## src/rtl/cpu_ctrl_pkg.sv

```systemverilog
// Shared encodings for the multicycle control unit: opcodes, FSM states,
// ALU operations and datapath select values.
package cpu_ctrl_pkg;

  localparam logic [3:0] OP_RTYPE = 4'b0000;
  localparam logic [3:0] OP_ADDI  = 4'b0001;
  localparam logic [3:0] OP_LW    = 4'b0010;
  localparam logic [3:0] OP_SW    = 4'b0011;
  localparam logic [3:0] OP_BEQ   = 4'b0100;
  localparam logic [3:0] OP_JMP   = 4'b0101;
  localparam logic [3:0] OP_HALT  = 4'b0110;

  typedef enum logic [3:0] {
    S_FETCH,
    S_DECODE,
    S_MEMADR,
    S_MEMRD,
    S_MEMWB,
    S_MEMWR,
    S_EXECR,
    S_EXECI,
    S_ALUWB,
    S_BEQ,
    S_JUMP,
    S_HALT
  } ctrl_state_t;

  localparam logic [2:0] ALU_ADD = 3'b000;
  localparam logic [2:0] ALU_SUB = 3'b001;
  localparam logic [2:0] ALU_NOT = 3'b010;
  localparam logic [2:0] ALU_SHL = 3'b011;
  localparam logic [2:0] ALU_SHR = 3'b100;
  localparam logic [2:0] ALU_AND = 3'b101;
  localparam logic [2:0] ALU_OR  = 3'b110;
  localparam logic [2:0] ALU_SLT = 3'b111;

  localparam logic [1:0] SRCA_PC    = 2'b00;
  localparam logic [1:0] SRCA_OLDPC = 2'b01;
  localparam logic [1:0] SRCA_REGA  = 2'b10;

  localparam logic [1:0] SRCB_REGB  = 2'b00;
  localparam logic [1:0] SRCB_IMM   = 2'b01;
  localparam logic [1:0] SRCB_ONE   = 2'b10;

  localparam logic [1:0] RES_ALUOUT = 2'b00;
  localparam logic [1:0] RES_MEM    = 2'b01;
  localparam logic [1:0] RES_ALU    = 2'b10;

  typedef enum logic [1:0] {
    ALU_CLS_ADD,
    ALU_CLS_SUB,
    ALU_CLS_FUNCT
  } alu_class_t;

endpackage

```

## src/rtl/alu_dec.sv

```systemverilog
// ALU operation decoder: fixed ADD/SUB per state class, or the R-type funct field.
module alu_dec
  import cpu_ctrl_pkg::*;
(
  input  alu_class_t  alu_class,
  input  logic [2:0]  funct,
  output logic [2:0]  alu_control
);

  always_comb begin
    alu_control = ALU_ADD;
    case (alu_class)
      ALU_CLS_SUB:   alu_control = ALU_SUB;
      ALU_CLS_FUNCT: alu_control = funct;
      default:       alu_control = ALU_ADD;
    endcase
  end

endmodule

```

## src/rtl/mc_controller.sv

```systemverilog
// Multicycle control FSM for the 16-bit RISC core; Moore outputs with
// mem_ready/zero qualification in FETCH and BEQ.
module mc_controller
  import cpu_ctrl_pkg::*;
(
  input  logic       clk,
  input  logic       reset_n,
  input  logic [3:0] op,
  input  logic [2:0] funct,
  input  logic       zero,
  input  logic       mem_ready,
  output logic       pc_write,
  output logic       ir_write,
  output logic       adr_src,
  output logic       mem_write,
  output logic       reg_write,
  output logic [1:0] alu_src_a,
  output logic [1:0] alu_src_b,
  output logic [2:0] alu_control,
  output logic [1:0] result_src,
  output logic       halted,
  output logic       illegal_op
);

  ctrl_state_t state, next_state;
  alu_class_t  alu_class;

  logic pc_write_s, ir_write_s, mem_write_s, reg_write_s, halted_s, illegal_s;

  always_ff @(posedge clk) begin
    if (!reset_n) state <= S_FETCH;
    else          state <= next_state;
  end

  always_comb begin
    next_state  = state;
    pc_write_s  = 1'b0;
    ir_write_s  = 1'b0;
    mem_write_s = 1'b0;
    reg_write_s = 1'b0;
    halted_s    = 1'b0;
    illegal_s   = 1'b0;
    adr_src     = 1'b0;
    alu_src_a   = 2'b00;
    alu_src_b   = 2'b00;
    result_src  = 2'b00;
    alu_class   = ALU_CLS_ADD;

    case (state)
      S_FETCH: begin
        alu_src_a  = SRCA_PC;
        alu_src_b  = SRCB_ONE;
        result_src = RES_ALU;
        ir_write_s = mem_ready;
        pc_write_s = mem_ready;
        if (mem_ready) next_state = S_DECODE;
      end
      S_DECODE: begin
        alu_src_a = SRCA_OLDPC;
        alu_src_b = SRCB_IMM;
        case (op)
          OP_RTYPE:     next_state = S_EXECR;
          OP_ADDI:      next_state = S_EXECI;
          OP_LW, OP_SW: next_state = S_MEMADR;
          OP_BEQ:       next_state = S_BEQ;
          OP_JMP:       next_state = S_JUMP;
          OP_HALT:      next_state = S_HALT;
          default: begin
            next_state = S_FETCH;
            illegal_s  = 1'b1;
          end
        endcase
      end
      S_MEMADR: begin
        alu_src_a  = SRCA_REGA;
        alu_src_b  = SRCB_IMM;
        next_state = (op == OP_SW) ? S_MEMWR : S_MEMRD;
      end
      S_MEMRD: begin
        adr_src = 1'b1;
        if (mem_ready) next_state = S_MEMWB;
      end
      S_MEMWB: begin
        result_src  = RES_MEM;
        reg_write_s = 1'b1;
        next_state  = S_FETCH;
      end
      S_MEMWR: begin
        adr_src     = 1'b1;
        mem_write_s = 1'b1;
        if (mem_ready) next_state = S_FETCH;
      end
      S_EXECR: begin
        alu_src_a  = SRCA_REGA;
        alu_src_b  = SRCB_REGB;
        alu_class  = ALU_CLS_FUNCT;
        next_state = S_ALUWB;
      end
      S_EXECI: begin
        alu_src_a  = SRCA_REGA;
        alu_src_b  = SRCB_IMM;
        next_state = S_ALUWB;
      end
      S_ALUWB: begin
        result_src  = RES_ALUOUT;
        reg_write_s = 1'b1;
        next_state  = S_FETCH;
      end
      S_BEQ: begin
        alu_src_a  = SRCA_REGA;
        alu_src_b  = SRCB_REGB;
        alu_class  = ALU_CLS_SUB;
        result_src = RES_ALUOUT;
        pc_write_s = zero;
        next_state = S_FETCH;
      end
      S_JUMP: begin
        result_src = RES_ALUOUT;
        pc_write_s = 1'b1;
        next_state = S_FETCH;
      end
      S_HALT: begin
        halted_s = 1'b1;
      end
      default: next_state = S_FETCH;
    endcase
  end

  alu_dec u_alu_dec (
    .alu_class   (alu_class),
    .funct       (funct),
    .alu_control (alu_control)
  );

  // Strobes are gated by reset_n so a pending store drops in the same cycle reset is seen.
  assign pc_write   = reset_n & pc_write_s;
  assign ir_write   = reset_n & ir_write_s;
  assign mem_write  = reset_n & mem_write_s;
  assign reg_write  = reset_n & reg_write_s;
  assign halted     = reset_n & halted_s;
  assign illegal_op = reset_n & illegal_s;

endmodule

```

## config.mk

```make
export PLATFORM = sky130hd
export DESIGN_NAME = mc_controller
export DESIGN_NICKNAME = d
export VERILOG_FILES = /design/src/rtl/cpu_ctrl_pkg.sv /design/src/rtl/alu_dec.sv /design/src/rtl/mc_controller.sv
export SDC_FILE = /design/constraint.sdc
export NUM_CORES = 1
export LEC_CHECK = 0
export CORE_MARGIN = 2
export CORE_UTILIZATION = 41
export DETAILED_ROUTE_END_ITERATION = 8
export GPL_TIMING_DRIVEN = 0
export PLACE_DENSITY = 0.9
export SLEW_MARGIN = 20
export SYNTH_ARGS = -nofsm -noshare
export SYNTH_HDL_FRONTEND = slang
export SYNTH_SLANG_ARGS = --single-unit
```

## constraint.sdc

```tcl
create_clock -name clk -period 1.72 [get_ports clk]
set_input_delay 0.172 -clock clk [delete_from_list [all_inputs] [get_ports clk]]
set_output_delay 0.172 -clock clk [all_outputs]
set_load 0.005 [all_outputs]
```

* After elaboration in Yosys (flattened, before gate mapping)
Cells that the tools add are included.
** Word-level totals
- Register bits after elaboration :: 4
- Input port bits :: 11
- Word-level logic and storage cells :: 59
- Output and inout port bits :: 16
** Operators by class
- Equal/unequal tests :: 22
- Reductions and logical operators :: 10
- Bitwise gates (word level) :: 7
- Muxes and demuxes :: 19
** Operator list (count)
- == test 4 x 3 -> 1 bit, second input constant :: 7
- case mux 4 bit (7 select lines) :: 1
- case mux 4 bit (6 select lines) :: 1
- == test 4 x 2 -> 1 bit, second input constant :: 4
- == test 4 bit, second input constant :: 4
- case mux 2 bit (2 select lines) :: 4
- two-way mux 4 bit :: 3
- == test 4 x 1 -> 1 bit, second input constant :: 2
- logical NOT 4 bit :: 2
- OR reduction 2 bit :: 4
- two-way mux 1 bit :: 7
- OR reduction 7 bit :: 1
- bitwise AND 1 bit :: 6
- != test 2 bit, second input constant :: 3
- case mux 3 bit (2 select lines) :: 1
- AND reduction 4 bit :: 1
- OR reduction 4 bit :: 1
- two-way mux 3 bit :: 1
- case mux 1 bit (3 select lines) :: 1
- OR reduction 3 bit :: 1
- == test 2 x 1 -> 1 bit, second input constant :: 1
- == test 2 bit, second input constant :: 1
- inverter 1 bit :: 1

* Depth between registers and ports, before layout
Gate-level depths: netlist of the first run.
- Word-level depth :: 5
- Depth in mapped cells :: 7
- Mapped depth without buffers :: 6

* Modules after synthesis
From an unflattened synthesis of the first run, not the netlist that was laid out.
** Second synthesis, totals
- Cell total of the unflattened synthesis :: 86
- Area, all modules :: 584.3 sq um
** Modules (own cells, without submodules)
- mc_controller :: instances 1, seq. area each 80.1 sq um, area an instance 528.0 sq um, cells an instance 78
- alu_dec :: instances 1, seq. area each 0.0 sq um, area an instance 56.3 sq um, cells an instance 8

* Worst setup path after synthesis of the first run
OpenSTA, ideal clock, no wires.
- Kind :: register -> output
- From :: register state[0]
- To :: output port alu_control[0]
- Arrival :: 1.154 ns
- Data required time :: 1.548 ns
- Buffers on the path :: 2
- Slack :: 0.394 ns
- Cell stages (with the launch flop) :: 6
- Cell sequence :: dfxtp_1 buf_4 buf_2 nand3_1 ha_1 nor2b_1
** Between the ends
- Cells in the longest elaborated chain, start to end :: 4
- Elaborated cells between the ends (all ways) :: 6
- Those cells by class :: 4 x eq/ne; 2 x mux
** Ends and longest elaborated chain
- start: declaration :: line mc_controller.sv:25 : ctrl_state_t state, next_state;
- start signal: assignment :: line mc_controller.sv:32 : else state <= next_state;
- == test 4 bit / == test 4 x 3 -> 1 bit (equally long branches) :: line mc_controller.sv:49 : case (state)
- case mux 2 bit (2 select lines) (*) :: line mc_controller.sv:49
- == test 2 bit / == test 2 x 1 -> 1 bit (equally long branches) :: line alu_dec.sv:12 : case (alu_class)
- case mux 3 bit (2 select lines) (*) :: line alu_dec.sv:12
- end: declaration :: line mc_controller.sv:19 : output logic [2:0] alu_control,
Every way passes the cells marked *; elsewhere a longest branch is shown, timed or not.

* Final worst setup path of the first run
- From :: register state[2]
- To :: output port alu_control[1]
Same word-level chain as after synthesis.

==> run_results.csv, run 1 <==
group,metric,value,unit
timing,layout_min_cycle_time,1.69,ns
finish,syn2layout_area_growth,84.9,%
routing,post_drt_via_cell_ratio,5.82,
die,die_area,1820,sq um
finish,fill_cells,85,
cts,cts_tree,"built",
power_and_ir_drop,p_total,0.000539,W
routing,first_pass_iters,4,
placed_design,dpl_worst_slack,-0.239,ns
die,row_count,13,
yosys,synth_seq_cells,4,
yosys,yosysSeqAreaShare,13.0,%
placed_design,post_dp_cell_area,883,sq um
yosys,synthTopCellsByArea,"dfxtp_1 13%, ha_1 6.1%, a21oi_1 5.7%",
cts,cts.sinks,4,
grt,grt-ovfl-total,0,
critical_path,slowest_delay,0.36,ns
critical_path,path_buf_inv,4,
finish,final_nets,146,
grt,grt_antenna_before_repair,0,
routing,wl_per_cell,16.2,um
finish,final_common_cell,"buf_4",
critical_path,critPathKind,"reg -> out",
yosys,synth_edf_count,0,
timing,finClkSkew,0.0110,ns
yosys,synth.top_cell.area_share,13.0,%
placed_design,hpwl,1400,um
timing,hold_violations,0,
cts,cts_max_path_buffers,2,
routing,remaining_drc_errors,0,
routing,antenna_left,0,
critical_path,path_max_fanout,5,
grt,grt_pass1_vias,843,
critical_path,cp.required,1.55,ns
timing,worst_pin_slew,0.348,ns
critical_path,path_cells,"buf_6, buf_4, nand3_4, inv_2, ha_4, and2_1, clkdlybuf4s15_1",
yosys,ys_async_sr_fraction,0,%
finish,layout_common_cells,"14 x buf_4, 11 x dlygate4sd2_1, 8 x inv_1, 8 x clkdlybuf4s50_1, 7 x a21oi_1",
timing,rsz0062_at_grt,"true",
cts,cts_hold_buf,0,
finish,top_regs,"state (4)",
finish,antennaDiodeCount,0,
finish,largest-register,"state",
die,initial_utilization,45.5,%
job,cap_viol_max_count,0,
yosys,yosys.area.top_type,"dfxtp_1",
worst_hold_path,hp-class,"in -> reg",
cts,clk_latency,0.26,ns
critical_path,slowest_stage,"dfxtp_4",
routing,vias,844,
finish,drive_gt1_share,36.2,%
finish,largest_reg_flops,4,
routing,wl,2360,um
yosys,ys_warn_count,0,
finish,post-route-cell-area,1140,sq um
cts,root_buffer,"clkbuf_4",
placed_design,port_buffers,25,
timing,fin_crit_sh,98.0,%
grt,grt_usage,29.8,%
grt,grt_max_degree,11,
die,dieHeight,42.7,um
yosys,postSynthAreaPerCell,7.06,sq um
yosys,synthCells,87,
cts,clk_pin_slew,0.05,ns
die,die_w,42.7,um
timing,whs,0.464,ns
critical_path,arrival,1.51,ns
routing,first_iter_violations,16,
timing,fmax,593,MHz
timing,setup_slack,0.0336,ns
die,core,1350,sq um
die,ios,27,
yosys,synthDistinctLibCells,39,
power_and_ir_drop,vdd_drop_max,0.000565,V
critical_path,critPathCaptureType,"primary output",
cts,numCtsBuffers,3,
cts,cts_max_level,1,
run_status,outcome,"complete, no violations",
timing,finalMaxSlewViolations,0,
power_and_ir_drop,powerDensity,475,nW/um^2
placed_design,place_congestion,0.885,
power_and_ir_drop,p_leak,0.547,nW
yosys,synthFlopType,"dfxtp_1",
grt,grt_pass1_wl,3970,um
timing,max_slew_margin,76.8,%
yosys,synthesis.nets,101,
critical_path,r2r_setup_slack,0.34,ns
critical_path,critPathTopFamily,"buffers and inverters",
critical_path,startpoint_type,"register",
yosys,synth_area,614,sq um
timing,setup_viol,0,
-- worst reg2reg max path, cell delays in order (launching register included) --
cell      delay (ns)
dfxtp_1         0.30
buf_6           0.14
buf_4           0.14
nor2b_1         0.19
mux2i_1         0.12
o311ai_2        0.22
o211a_1         0.21
-- worst paths after layout --
kind              startpoint              to  cells past startpoint
setup / recovery    state[2]  alu_control[1]                      7
hold / removal         op[2]        state[1]                      3
setup reg to reg    state[0]        state[1]                      6
hold reg to reg     state[2]        state[2]                      4
-- Yosys cell counts (2+ instances only) --
cell      instances
inv_1             9
a21oi_1           7
nor2_1            7
nand3_1           6
nor2b_1           5
dfxtp_1           4
buf_2             3
ha_1              3
nand2b_1          3
nor3_1            3
nor3b_1           3
and2_1            2
buf_4             2
nand2_1           2
o21ai_0           2
o21bai_1          2
xnor2_1           2
-- stage by stage --
stage	std cells	TNS [ns]	util (%)
6_report	145	0	84.2
5_1_grt	145	-0.0447	84.2
4_1_cts	145	-0.0592	81.2
3_5_place_dp	127	-1.06	65.4
3_3_place_gp	127	-0.805	65.4
2_1_floorplan	87	0	-
-- what timing repair did --
item	4_1_cts	5_1_grt
gates resized for setup	43	13
setup endpoints to repair	16	8
pin swaps	2	0
buffers inserted	15	0
cloned	0	0
-- power by group --
| part | total, W | internal, W | switching (W) |
|---|---|---|---|
| sequential | 0.000105 | 0.0000965 | 0.00000856 |
| combinational | 0.000304 | 0.000167 | 0.000137 |
| clock | 0.000131 | 0.0000789 | 0.0000517 |
| total | 0.000539 | 0.000342 | 0.000197 |
-- per-layer routing --
metal  global-route usage (%)  routed length, um
met1                     34.8                923
met2                     48.5               1180
met3                     7.23                174
met4                     17.5                 78
met5                        0                  0
-- logic make-up after synthesis --
| group | Yosys count | synth area share (%) |
|---|---|---|
| AO/OA/AOI/OAI | 23 | 28.3 |
| XOR/XNOR | 2 | 2.85 |
| adder cells (fa/ha/maj) | 3 | 6.11 |
| buffers and inverters | 16 | 11.8 |
| flip-flops | 4 | 13.0 |
| multiplexers | 1 | 1.63 |
| AND/OR/NAND/NOR | 38 | 36.3 |
-- area by class of cell --
cell class                      instances  area (sq um)  area share [%]
Multi-Input combinational cell         67           547            48.1
Timing Repair Buffer                   40           354            31.2
Sequential cell                         4          91.3            8.04
Buffer                                  6          65.1            5.73
Inverter                               10          37.5            3.30
Clock buffer                            3          22.5            1.98
Tap cell                               15          18.8            1.65
Note: power is estimated with default switching activity, not from simulation.
==> run 2: changes to the inputs <==
--- a/config.mk
+++ b/config.mk
@@ -10,6 +10,7 @@
 export DETAILED_ROUTE_END_ITERATION = 8
 export GPL_TIMING_DRIVEN = 0
 export PLACE_DENSITY = 0.9
+export SKIP_LAST_GASP = 1
 export SLEW_MARGIN = 20
 export SYNTH_ARGS = -nofsm -noshare
 export SYNTH_HDL_FRONTEND = slang
==> run_results.csv, run 2 (same netlist as run 1, synthesis figures left out) <==
group,metric,value,unit
job,cap_viol_max_count,0,
placed_design,dpl.cell_count,127,
timing,layout_min_cycle_time,1.82,ns
finish,post-route-cell-area,1180,sq um
timing,finalMaxSlewViolations,0,
finish,largest_reg_flops,4,
routing,first_pass_iters,4,
cts,cts_tree,"built",
timing,hold_violations,0,
critical_path,arrival,1.65,ns
die,dieHeight,42.7,um
timing,setup_viol,2,
routing,remaining_drc_errors,0,
finish,largest-register,"state",
critical_path,critPathKind,"reg -> out",
power_and_ir_drop,powerDensity,474,nW/um^2
finish,layout_common_cells,"20 x buf_4, 12 x dlygate4sd2_1, 8 x inv_1, 8 x clkdlybuf4s50_1, 6 x a21oi_1",
routing,wl_per_cell,19.0,um
run_status,outcome,"complete, but fails checks",
die,core,1350,sq um
worst_hold_path,holdPathStages,3,
placed_design,port_buffers,25,
worst_hold_path,holdPathEnd,"state[1]",
worst_hold_path,holdCritStartpoint,"op[2]",
finish,top_regs,"state (4)",
critical_path,critPathCaptureType,"primary output",
grt,grt_pass1_vias,860,
routing,first_iter_violations,11,
finish,syn2layout_area_growth,92.7,%
timing,fmax,549,MHz
critical_path,r2r_start,"state[0]",
finish,post-route-util,87.7,%
cts,cts_max_path_buffers,2,
cts,root_buffer,"clkbuf_4",
cts,clk_latency,0.24,ns
grt,grt_max_degree,11,
finish,regArea,92.6,sq um
cts,numCtsBuffers,3,
routing,wl,2840,um
finish,fill_cells,83,
finish,final_nets,151,
power_and_ir_drop,p_leak,0.577,nW
die,row_count,13,
critical_path,cp.required,1.55,ns
grt,grt-ovfl-total,0,
power_and_ir_drop,vdd_drop_max,0.000418,V
routing,post_drt_via_cell_ratio,5.85,
timing,finClkSkew,0.00179,ns
finish,drive_gt1_share,39.3,%
placed_design,place_congestion,0.885,
die,die_w,42.7,um
finish,final_common_cell,"buf_4",
cts,cts.sinks,4,
timing,max_slew_margin,75.6,%
worst_hold_path,hp-class,"in -> reg",
die,ios,27,
placed_design,post_dp_cell_area,883,sq um
grt,grt_usage,30.7,%
timing,rsz0062_at_grt,"true",
routing,vias,878,
critical_path,r2r_setup_slack,0.28,ns
die,die_area,1820,sq um
finish,antennaDiodeCount,0,
timing,setup_slack,-0.102,ns
run_status,violations,"setup timing",
routing,antenna_left,0,
timing,fin_crit_sh,106,%
critical_path,path_max_fanout,4,
cts,clk_pin_slew,0.04,ns
timing,worst_pin_slew,0.366,ns
finish,instances_no_fill,150,
die,initial_utilization,45.5,%
cts,cts_hold_buf,0,
grt,grt_antenna_before_repair,0,
critical_path,reg2reg_depth,6,
critical_path,startpoint_type,"register",
finish,multi_input_area,556,sq um
grt,grt_pass1_wl,4110,um
placed_design,hpwl,1400,um
critical_path,r2r_end,"state[0]",
cts,cts_max_level,1,
run 2: final cells by class:
type                            count  share of cell area [%]
Timing Repair Buffer               46                    34.0
Tap cell                           15                    1.59
Buffer                              5                    4.55
Multi-Input combinational cell     67                    46.9
Clock buffer                        3                    1.90
Inverter                           10                    3.17
Sequential cell                     4                    7.82
run 2: power breakdown:
part           leakage, nW  total (W)  internal, W  switching, W
clock network       0.0138   0.000129    0.0000789     0.0000501
logic                0.528   0.000317     0.000177      0.000140
registers           0.0352   0.000115    0.0000971     0.0000178
run 2: per-layer routing:
| layer | wire length (um) | global-route usage, % | part of all wire, % | vias up |
|---|---|---|---|---|
| li1 | - | - | - | 408 |
| met1 | 1180 | 34.8 | 42 | 423 |
| met2 | 1450 | 51.8 | 51 | 41 |
| met3 | 155 | 8.94 | 5.5 | 6 |
| met4 | 58 | 15.0 | 2.0 | 0 |
| met5 | 0 | 0 | 0 | - |
run 2: metrics by stage:
step           TNS (ns)  total power, W  hold WS (ns)  worst slack (ns)
2_1_floorplan         0        0.000230         0.286             0.394
3_3_place_gp     -0.805        0.000326         0.695            -0.194
3_5_place_dp      -1.06        0.000333         0.712            -0.239
4_1_cts         -0.0727        0.000513         0.447           -0.0592
5_1_grt          -0.347        0.000591         0.494            -0.132
6_report         -0.182        0.000561         0.481            -0.102
run 2: repair_timing:
| action | in CTS | in global routing |
|---|---|---|
| endpoints found under the setup margin | 16 | 8 |
| gates resized for setup | 41 | 17 |
| pin swaps | 2 | 4 |
| hold endpoints to repair | 0 | 0 |
| cloned | 0 | 0 |
| setup buffers | 15 | 6 |
run 2: how the worst max path moves through the flow:
stage / endpoint / from
after floorplan: alu_control[0] / state[0]
after global placement: alu_control[0] / state[3]
after detailed placement: alu_control[0] / state[3]
after CTS: alu_control[0] / state[2]
after global routing: result_src[0] / state[0]
final: alu_control[0] / state[2]
run 2: worst max-delay path, cell delays in order (launching register included):
cell             delay, ns
dfxtp_4               0.35
buf_4                 0.14
nor2_4                0.12
nand3_4               0.11
ha_1                  0.30
nor2b_1               0.17
clkdlybuf4s15_1       0.22
